==> config.mk <==
export PLATFORM = sky130hd
export DESIGN_NAME = instrumented_adder_ctrl
export DESIGN_NICKNAME = d
export VERILOG_FILES = /design/src/rtl/instrumented_adder_ctrl_pkg.sv /design/src/rtl/instrumented_adder_ctrl_ring_edge_sync.sv /design/src/rtl/instrumented_adder_ctrl.sv
export SDC_FILE = /design/constraint.sdc
export NUM_CORES = 1
export LEC_CHECK = 0
export BUFFER_PORTS_ARGS = -buffer_cell sky130_fd_sc_hd__buf_2
export CELL_PAD_IN_SITES_DETAIL_PLACEMENT = 1
export CELL_PAD_IN_SITES_GLOBAL_PLACEMENT = 2
export CORE_MARGIN = 4
export CORE_UTILIZATION = 41
export CTS_BUF_LIST = sky130_fd_sc_hd__clkbuf_8
export DETAILED_ROUTE_END_ITERATION = 10
export GPL_TIMING_DRIVEN = 0
export HOLD_SLACK_MARGIN = 0.02
export PLACE_DENSITY = 0.93
export SETUP_SLACK_MARGIN = 0.15
export SLEW_MARGIN = 40
export SYNTH_ARGS = -nofsm -noshare
export SYNTH_HDL_FRONTEND = slang
export SYNTH_SLANG_ARGS = --single-unit
export TNS_END_PERCENT = 30
==> constraint.sdc <==
create_clock -name wb_clk_i -period 8.85 [get_ports wb_clk_i]
set_clock_uncertainty 0.05 [all_clocks]
set_input_delay 0.4425 -clock wb_clk_i [delete_from_list [all_inputs] [get_ports wb_clk_i]]
set_output_delay 0.4425 -clock wb_clk_i [all_outputs]
set_load 0.01 [all_outputs]
==> src/rtl/instrumented_adder_ctrl_pkg.sv <==
// Shared definitions for the instrumented adder measurement sequencer:
// register offsets, CTRL bit positions, FSM encoding and a byte-select merge helper.
package instrumented_adder_ctrl_pkg;

  localparam logic [7:0] REG_CTRL   = 8'h00;
  localparam logic [7:0] REG_STATUS = 8'h04;
  localparam logic [7:0] REG_A      = 8'h08;
  localparam logic [7:0] REG_B      = 8'h0C;
  localparam logic [7:0] REG_WINDOW = 8'h10;
  localparam logic [7:0] REG_EDGES  = 8'h14;
  localparam logic [7:0] REG_SUM    = 8'h18;

  localparam int CTRL_START = 0;
  localparam int CTRL_CLR   = 1;

  typedef enum logic [1:0] {
    ST_IDLE = 2'd0,
    ST_RUN  = 2'd1,
    ST_DONE = 2'd2
  } state_t;

  // Replace only the bytes whose select bit is set.
  function automatic logic [31:0] applySel(input logic [31:0] oldVal,
                                           input logic [31:0] newVal,
                                           input logic [3:0]  sel);
    logic [31:0] merged;
    merged = oldVal;
    for (int i = 0; i < 4; i++) begin
      if (sel[i]) merged[i*8 +: 8] = newVal[i*8 +: 8];
    end
    return merged;
  endfunction

endpackage

==> src/rtl/instrumented_adder_ctrl_ring_edge_sync.sv <==
// Brings the free-running oscillator tap into the Wishbone clock domain and
// emits a one-cycle pulse for every rising edge seen after synchronisation.
module ring_edge_sync (
  input  logic i_clk,
  input  logic i_rst,
  input  logic i_ring,
  output logic o_rise
);

  logic r_meta;
  logic r_sync;
  logic r_prev;

  always_ff @(posedge i_clk or posedge i_rst) begin
    if (i_rst) begin
      r_meta <= 1'b0;
      r_sync <= 1'b0;
      r_prev <= 1'b0;
    end else begin
      r_meta <= i_ring;
      r_sync <= r_meta;
      r_prev <= r_sync;
    end
  end

  assign o_rise = r_sync & ~r_prev;

endmodule

==> src/rtl/instrumented_adder_ctrl.sv <==
// Wishbone-controlled measurement sequencer: holds adder operands, opens a
// ring-oscillator window of WINDOW cycles, counts tap edges and captures the sum.
module instrumented_adder_ctrl
  import instrumented_adder_ctrl_pkg::*;
#(
  parameter logic [31:0] BASE_ADDR = 32'h3000_0000,
  parameter int          WIDTH     = 8,
  parameter int          CNT_W     = 32
) (
  input  logic             wb_clk_i,
  input  logic             wb_rst_i,
  input  logic             wbs_stb_i,
  input  logic             wbs_cyc_i,
  input  logic             wbs_we_i,
  input  logic [3:0]       wbs_sel_i,
  input  logic [31:0]      wbs_dat_i,
  input  logic [31:0]      wbs_adr_i,
  output logic             wbs_ack_o,
  output logic [31:0]      wbs_dat_o,
  input  logic             ring_i,
  input  logic [WIDTH:0]   sum_i,
  output logic [WIDTH-1:0] a_o,
  output logic [WIDTH-1:0] b_o,
  output logic             ring_en_o,
  output logic             busy_o
);

  state_t             r_state;
  logic               r_ack;
  logic [31:0]        r_dat;
  logic [WIDTH-1:0]   r_a;
  logic [WIDTH-1:0]   r_b;
  logic [CNT_W-1:0]   r_window;
  logic [CNT_W-1:0]   r_cnt;
  logic [CNT_W-1:0]   r_edges;
  logic [WIDTH:0]     r_sum;
  logic               r_ringEn;
  logic               r_busy;

  logic               w_inPage;
  logic               w_req;
  logic               w_wr;
  logic [7:0]         w_off;
  logic               w_cfgWr;
  logic               w_start;
  logic               w_clr;
  logic               w_rise;
  logic [31:0]        w_rdata;

  // A request held across the ack cycle must not be acked twice.
  assign w_inPage = (wbs_adr_i[31:8] == BASE_ADDR[31:8]);
  assign w_req    = wbs_stb_i & wbs_cyc_i & w_inPage & ~r_ack;
  assign w_wr     = w_req & wbs_we_i;
  assign w_off    = wbs_adr_i[7:0];
  assign w_cfgWr  = w_wr & (r_state != ST_RUN);
  assign w_start  = w_cfgWr & (w_off == REG_CTRL) & wbs_sel_i[0] & wbs_dat_i[CTRL_START];
  assign w_clr    = w_cfgWr & (w_off == REG_CTRL) & wbs_sel_i[0] & wbs_dat_i[CTRL_CLR];

  ring_edge_sync u_ringSync (
    .i_clk  (wb_clk_i),
    .i_rst  (wb_rst_i),
    .i_ring (ring_i),
    .o_rise (w_rise)
  );

  always_comb begin
    w_rdata = '0;
    case (w_off)
      REG_STATUS: w_rdata = {30'd0, (r_state == ST_DONE), (r_state == ST_RUN)};
      REG_A:      w_rdata = 32'(r_a);
      REG_B:      w_rdata = 32'(r_b);
      REG_WINDOW: w_rdata = 32'(r_window);
      REG_EDGES:  w_rdata = 32'(r_edges);
      REG_SUM:    w_rdata = 32'(r_sum);
      default:    w_rdata = '0;
    endcase
  end

  always_ff @(posedge wb_clk_i or posedge wb_rst_i) begin
    if (wb_rst_i) begin
      r_ack <= 1'b0;
      r_dat <= '0;
    end else begin
      r_ack <= w_req;
      r_dat <= (w_req && !wbs_we_i) ? w_rdata : 32'd0;
    end
  end

  always_ff @(posedge wb_clk_i or posedge wb_rst_i) begin
    if (wb_rst_i) begin
      r_a      <= '0;
      r_b      <= '0;
      r_window <= '0;
    end else if (w_cfgWr) begin
      case (w_off)
        REG_A:      r_a      <= WIDTH'(applySel(32'(r_a), wbs_dat_i, wbs_sel_i));
        REG_B:      r_b      <= WIDTH'(applySel(32'(r_b), wbs_dat_i, wbs_sel_i));
        REG_WINDOW: r_window <= CNT_W'(applySel(32'(r_window), wbs_dat_i, wbs_sel_i));
        default:    ;
      endcase
    end
  end

  // START from IDLE or DONE reloads; a zero window skips RUN entirely.
  always_ff @(posedge wb_clk_i or posedge wb_rst_i) begin
    if (wb_rst_i) begin
      r_state  <= ST_IDLE;
      r_cnt    <= '0;
      r_edges  <= '0;
      r_sum    <= '0;
      r_ringEn <= 1'b0;
      r_busy   <= 1'b0;
    end else begin
      case (r_state)
        ST_IDLE, ST_DONE: begin
          if (w_start) begin
            r_edges <= '0;
            if (r_window != '0) begin
              r_state  <= ST_RUN;
              r_cnt    <= r_window;
              r_ringEn <= 1'b1;
              r_busy   <= 1'b1;
            end else begin
              r_state <= ST_DONE;
              r_sum   <= sum_i;
            end
          end else if (w_clr && r_state == ST_DONE) begin
            r_state <= ST_IDLE;
          end
        end
        ST_RUN: begin
          r_cnt <= r_cnt - CNT_W'(1);
          if (w_rise && !(&r_edges)) r_edges <= r_edges + CNT_W'(1);
          if (r_cnt == CNT_W'(1)) begin
            r_state  <= ST_DONE;
            r_sum    <= sum_i;
            r_ringEn <= 1'b0;
            r_busy   <= 1'b0;
          end
        end
        default: begin
          r_state  <= ST_IDLE;
          r_ringEn <= 1'b0;
          r_busy   <= 1'b0;
        end
      endcase
    end
  end

  assign wbs_ack_o = r_ack;
  assign wbs_dat_o = r_dat;
  assign a_o       = r_a;
  assign b_o       = r_b;
  assign ring_en_o = r_ringEn;
  assign busy_o    = r_busy;

endmodule

==> results.py <==
metrics = {
    "floorplanning": {
        "start_util_pct": 42.24,
        "dieArea_mm2": 0.02183,
        "core_area_mm2": 0.01896,
        "std_cell_rows": 50,
        "die_w_um": 147.7,
        "die-height_um": 147.7,
        "io_pins": 134,
    },
    "pwr": {
        "p_clk_share_pct": 41.6,
        "vdd.ir_drop.worst_v": 0.00009108,
        "p_sw_share_pct": 25.75,
        "switching_power_mw": 0.3463,
        "seqPwrFrac_pct": 54.6,
        "p_comb_share_pct": 3.8,
        "leakage_nw": 4.161,
        "internal_power_mw": 0.9986,
        "p_per_area_mw_per_mm2": 141.8,
        "p_total_mw": 1.345,
    },
    "detailed_routing": {
        "wl_mm": 25.97,
        "viasPerCell": 5.919,
        "via_count": 6931,
        "drcViolationCount": 0,
        "drt-initial-drc-count": 443,
        "ant_nets": 0,
        "drtPass1Iterations": 5,
        "wl_per_cell_um": 22.18,
    },
    "worst_setup_path": {
        "r2r_end": "r_cnt[3]$_DFFE_PP0P_",
        "crit_slowest_cell": "dfrtp_1",
        "cp_max_fo": 10,
        "crit_type": "flip-flop to flip-flop",
        "max_stage_delay_ns": 0.48,
        "end_kind": "flip-flop",
        "cp.required_ns": 9.16,
        "r2r-start": "r_window[30]$_DFFE_PP0P_",
        "path_cells": "nor4_1 -> nand4_1 -> or2_2 -> clkbuf_1 -> and2_1 -> clkbuf_1 -> a211o_1",
        "r2r_cells": 7,
        "reg2reg_slack_ns": 6.24,
        "startpoint": "r_window[30]$_DFFE_PP0P_",
        "crit_path_frequent_cell": "clkbuf_1",
        "startpoint_type": "flip-flop",
        "crit_arrival_ns": 2.92,
        "crit_end": "r_cnt[3]$_DFFE_PP0P_",
    },
    "grt": {
        "track_usage_pct": 24.14,
        "grtUsageMet1_pct": 31.25,
        "use_met3_pct": 5.426,
        "gr-total-overflow": 0,
        "grt_pass1_wl_mm": 41.25,
        "first_global_vias": 7266,
        "grt_max_degree": 59,
        "antenna_found_initial": 0,
        "grt.busiest_layer": "met2",
        "met2_usage_pct": 40.90,
    },
    "timing": {
        "clock.fmax_mhz": 382.6,
        "setup_viol": 0,
        "tns_ns": 0,
        "hold-worst-slack_ns": 0.05518,
        "finalHoldViolations": 0,
        "relSlewSlack_pct": 42.80,
        "rsz0062_at_grt": "false",
        "fin_crit_sh_pct": 29.53,
        "postLayoutSetupSlackWorst_ns": 6.236,
        "period_minus_slack_ns": 2.614,
        "drv_slew": 0,
        "worst_pin_slew_ns": 0.8580,
    },
    "logic_synthesis": {
        "synth_edf_count": 0,
        "synth_area_mm2": 0.008006,
        "ys_ff_latch": 160,
        "async_reset_ff_share_pct": 100.0,
        "yosysWarningCount": 0,
        "netlist_top_cells_area": "dfrtp_1 (50%), mux2_2 (8.4%), a22oi_1 (3.2%)",
        "netlist.area_leader.share_pct": 50.01,
        "synth_flop_cell": "dfrtp_1",
        "synth_top_area_cell": "dfrtp_1",
        "synth_fp_nets": 830,
        "synth_cell_types": 66,
        "ys_seq_area_share_pct": 50.01,
        "synth.avg_cell_area_um2": 10.76,
        "netlist_instances": 744,
    },
    "clocking": {
        "cts_buffers": 17,
        "cts_max_path_buffers": 2,
        "cts_max_level": 4,
        "path_clk_slew_ns": 0.09,
        "insertion_delay_ns": 0.48,
        "root_buffer": "clkbuf_8",
        "tritoncts": "done",
        "clock-sinks": 160,
    },
    "finish": {
        "final_cell_mix": "dfrtp_1 (160), buf_2 (147), mux2_2 (60)",
        "final_util_pct": 50.03,
        "antenna_cells": 0,
        "drive_gt1_share_pct": 29.64,
        "layout_commonest_cell": "dfrtp_1",
        "final_nets": 984,
        "fill_cells": 2158,
        "areaGrowthSynthToFinish_pct": 18.44,
    },
    "run_status": {
        "status": "complete, no violations",
    },
    "placed_design": {
        "dp_hpwl_mm": 19.60,
        "place_ws_ns": 5.910,
        "io_buffers": 132,
        "gp_congestion": 0.8780,
    },
    "flow_run": {
        "cap_violations": 0,
    },
    "worst_hold_path": {
        "holdCritPathClass": "primary input to flip-flop",
    },
}
power by group through the flow:
stage	combinational, mW	sequential, mW	clock (mW)
after detailed placement	0.0519	0.749	0
final	0.0511	0.735	0.559
after global placement	0.0473	0.749	0
after CTS	0.0524	0.735	0.573
after global routing	0.0577	0.735	0.605
after floorplan	0.0200	0.749	0
area by class of cell:
cell class                      count  area, µm²  area share, %
Timing Repair Buffer              135      725.7          7.653
Tap cell                          260      325.3          3.431
Inverter                           10      45.04         0.4750
Clock inverter                     14      158.9          1.676
Sequential cell                   160       4004          42.22
Buffer                             41      196.4          2.072
Multi-Input combinational cell    533       3780          39.86
Clock buffer                       18      247.7          2.612
how the worst min path moves through the flow:
stage	startpoint	end	slack [ns]	depth (start not counted)
2_1_floorplan	u_ringSync.r_meta$_DFF_PP0_	u_ringSync.r_sync$_DFF_PP0_	0.28	0
3_3_place_gp	u_ringSync.r_meta$_DFF_PP0_	u_ringSync.r_sync$_DFF_PP0_	0.29	0
3_5_place_dp	u_ringSync.r_meta$_DFF_PP0_	u_ringSync.r_sync$_DFF_PP0_	0.30	0
4_1_cts	ring_i	u_ringSync.r_meta$_DFF_PP0_	0.03	1
5_1_grt	ring_i	u_ringSync.r_meta$_DFF_PP0_	0.03	1
6_report	ring_i	u_ringSync.r_meta$_DFF_PP0_	0.06	1
metal layers:
metal	routed length (µm)	up-vias
met5	0	-
met4	501	0
met3	1316	38
met2	12910	159
met1	11240	3587
li1	-	3147
registers in the layout, summed over array words and instances (netlist names):
| signal | count |
|---|---|
| u_ringSync.r_prev | 1 |
| r_edges | 32 |
| wbs_ack_o | 1 |
| u_ringSync.r_meta | 1 |
| r_cnt | 32 |
| a_o | 8 |
| b_o | 8 |
| busy_o | 1 |
| r_window | 32 |
| r_sum | 9 |
| r_state | 2 |
| wbs_dat_o | 32 |
| u_ringSync.r_sync | 1 |
kinds of logic (layout without fill, tap and decap cells):
family	Yosys count	after routing	share of synthesized area, %
AND/OR/NAND/NOR	281	281	21.16
XOR/XNOR	14	14	1.532
flip-flops	160	160	50.01
multiplexers	78	78	10.74
AO/OA/AOI/OAI	157	157	13.17
buffers and inverters	51	218	2.922
adder cells (fa/ha/maj)	3	3	0.4689
synth_stat cells (all sizes together) (5+ instances only):
cell type,count
dfrtp,160
mux2,63
nor2,45
nand2,39
a21oi,36
a22oi,34
nand3,33
o21ai,33
nor4,29
nand4,27
buf,21
clkbuf,20
nor3,20
or3,16
and4,15
mux2i,15
o31ai,14
or4,12
xnor2,11
inv,10
nand2b,9
and2,7
and3,7
a222oi,6
a211o,5
nor4b,5
timing repair:
action	in CTS	in global routing
setup buffers	0	0
hold buffers	1	0
endpoints found under the hold margin	46	0
resized for setup	0	0
per-stage QoR:
stage / cells / cell area (µm²)
finish: 1171 / 9483
global route: 1171 / 9483
CTS: 1171 / 9477
detailed placement: 1138 / 9060
global placement: 1136 / 8992
floorplan: 744 / 8006
worst max-delay path: cells and delay by family (launching register included):
family / cells / cell delay [ns]
AO/OA/AOI/OAI: 1 / 0.36
buffers and inverters: 2 / 0.51
AND/OR/NAND/NOR: 4 / 1.11
flip-flops: 1 / 0.48
(Power assumes the default switching activity.)
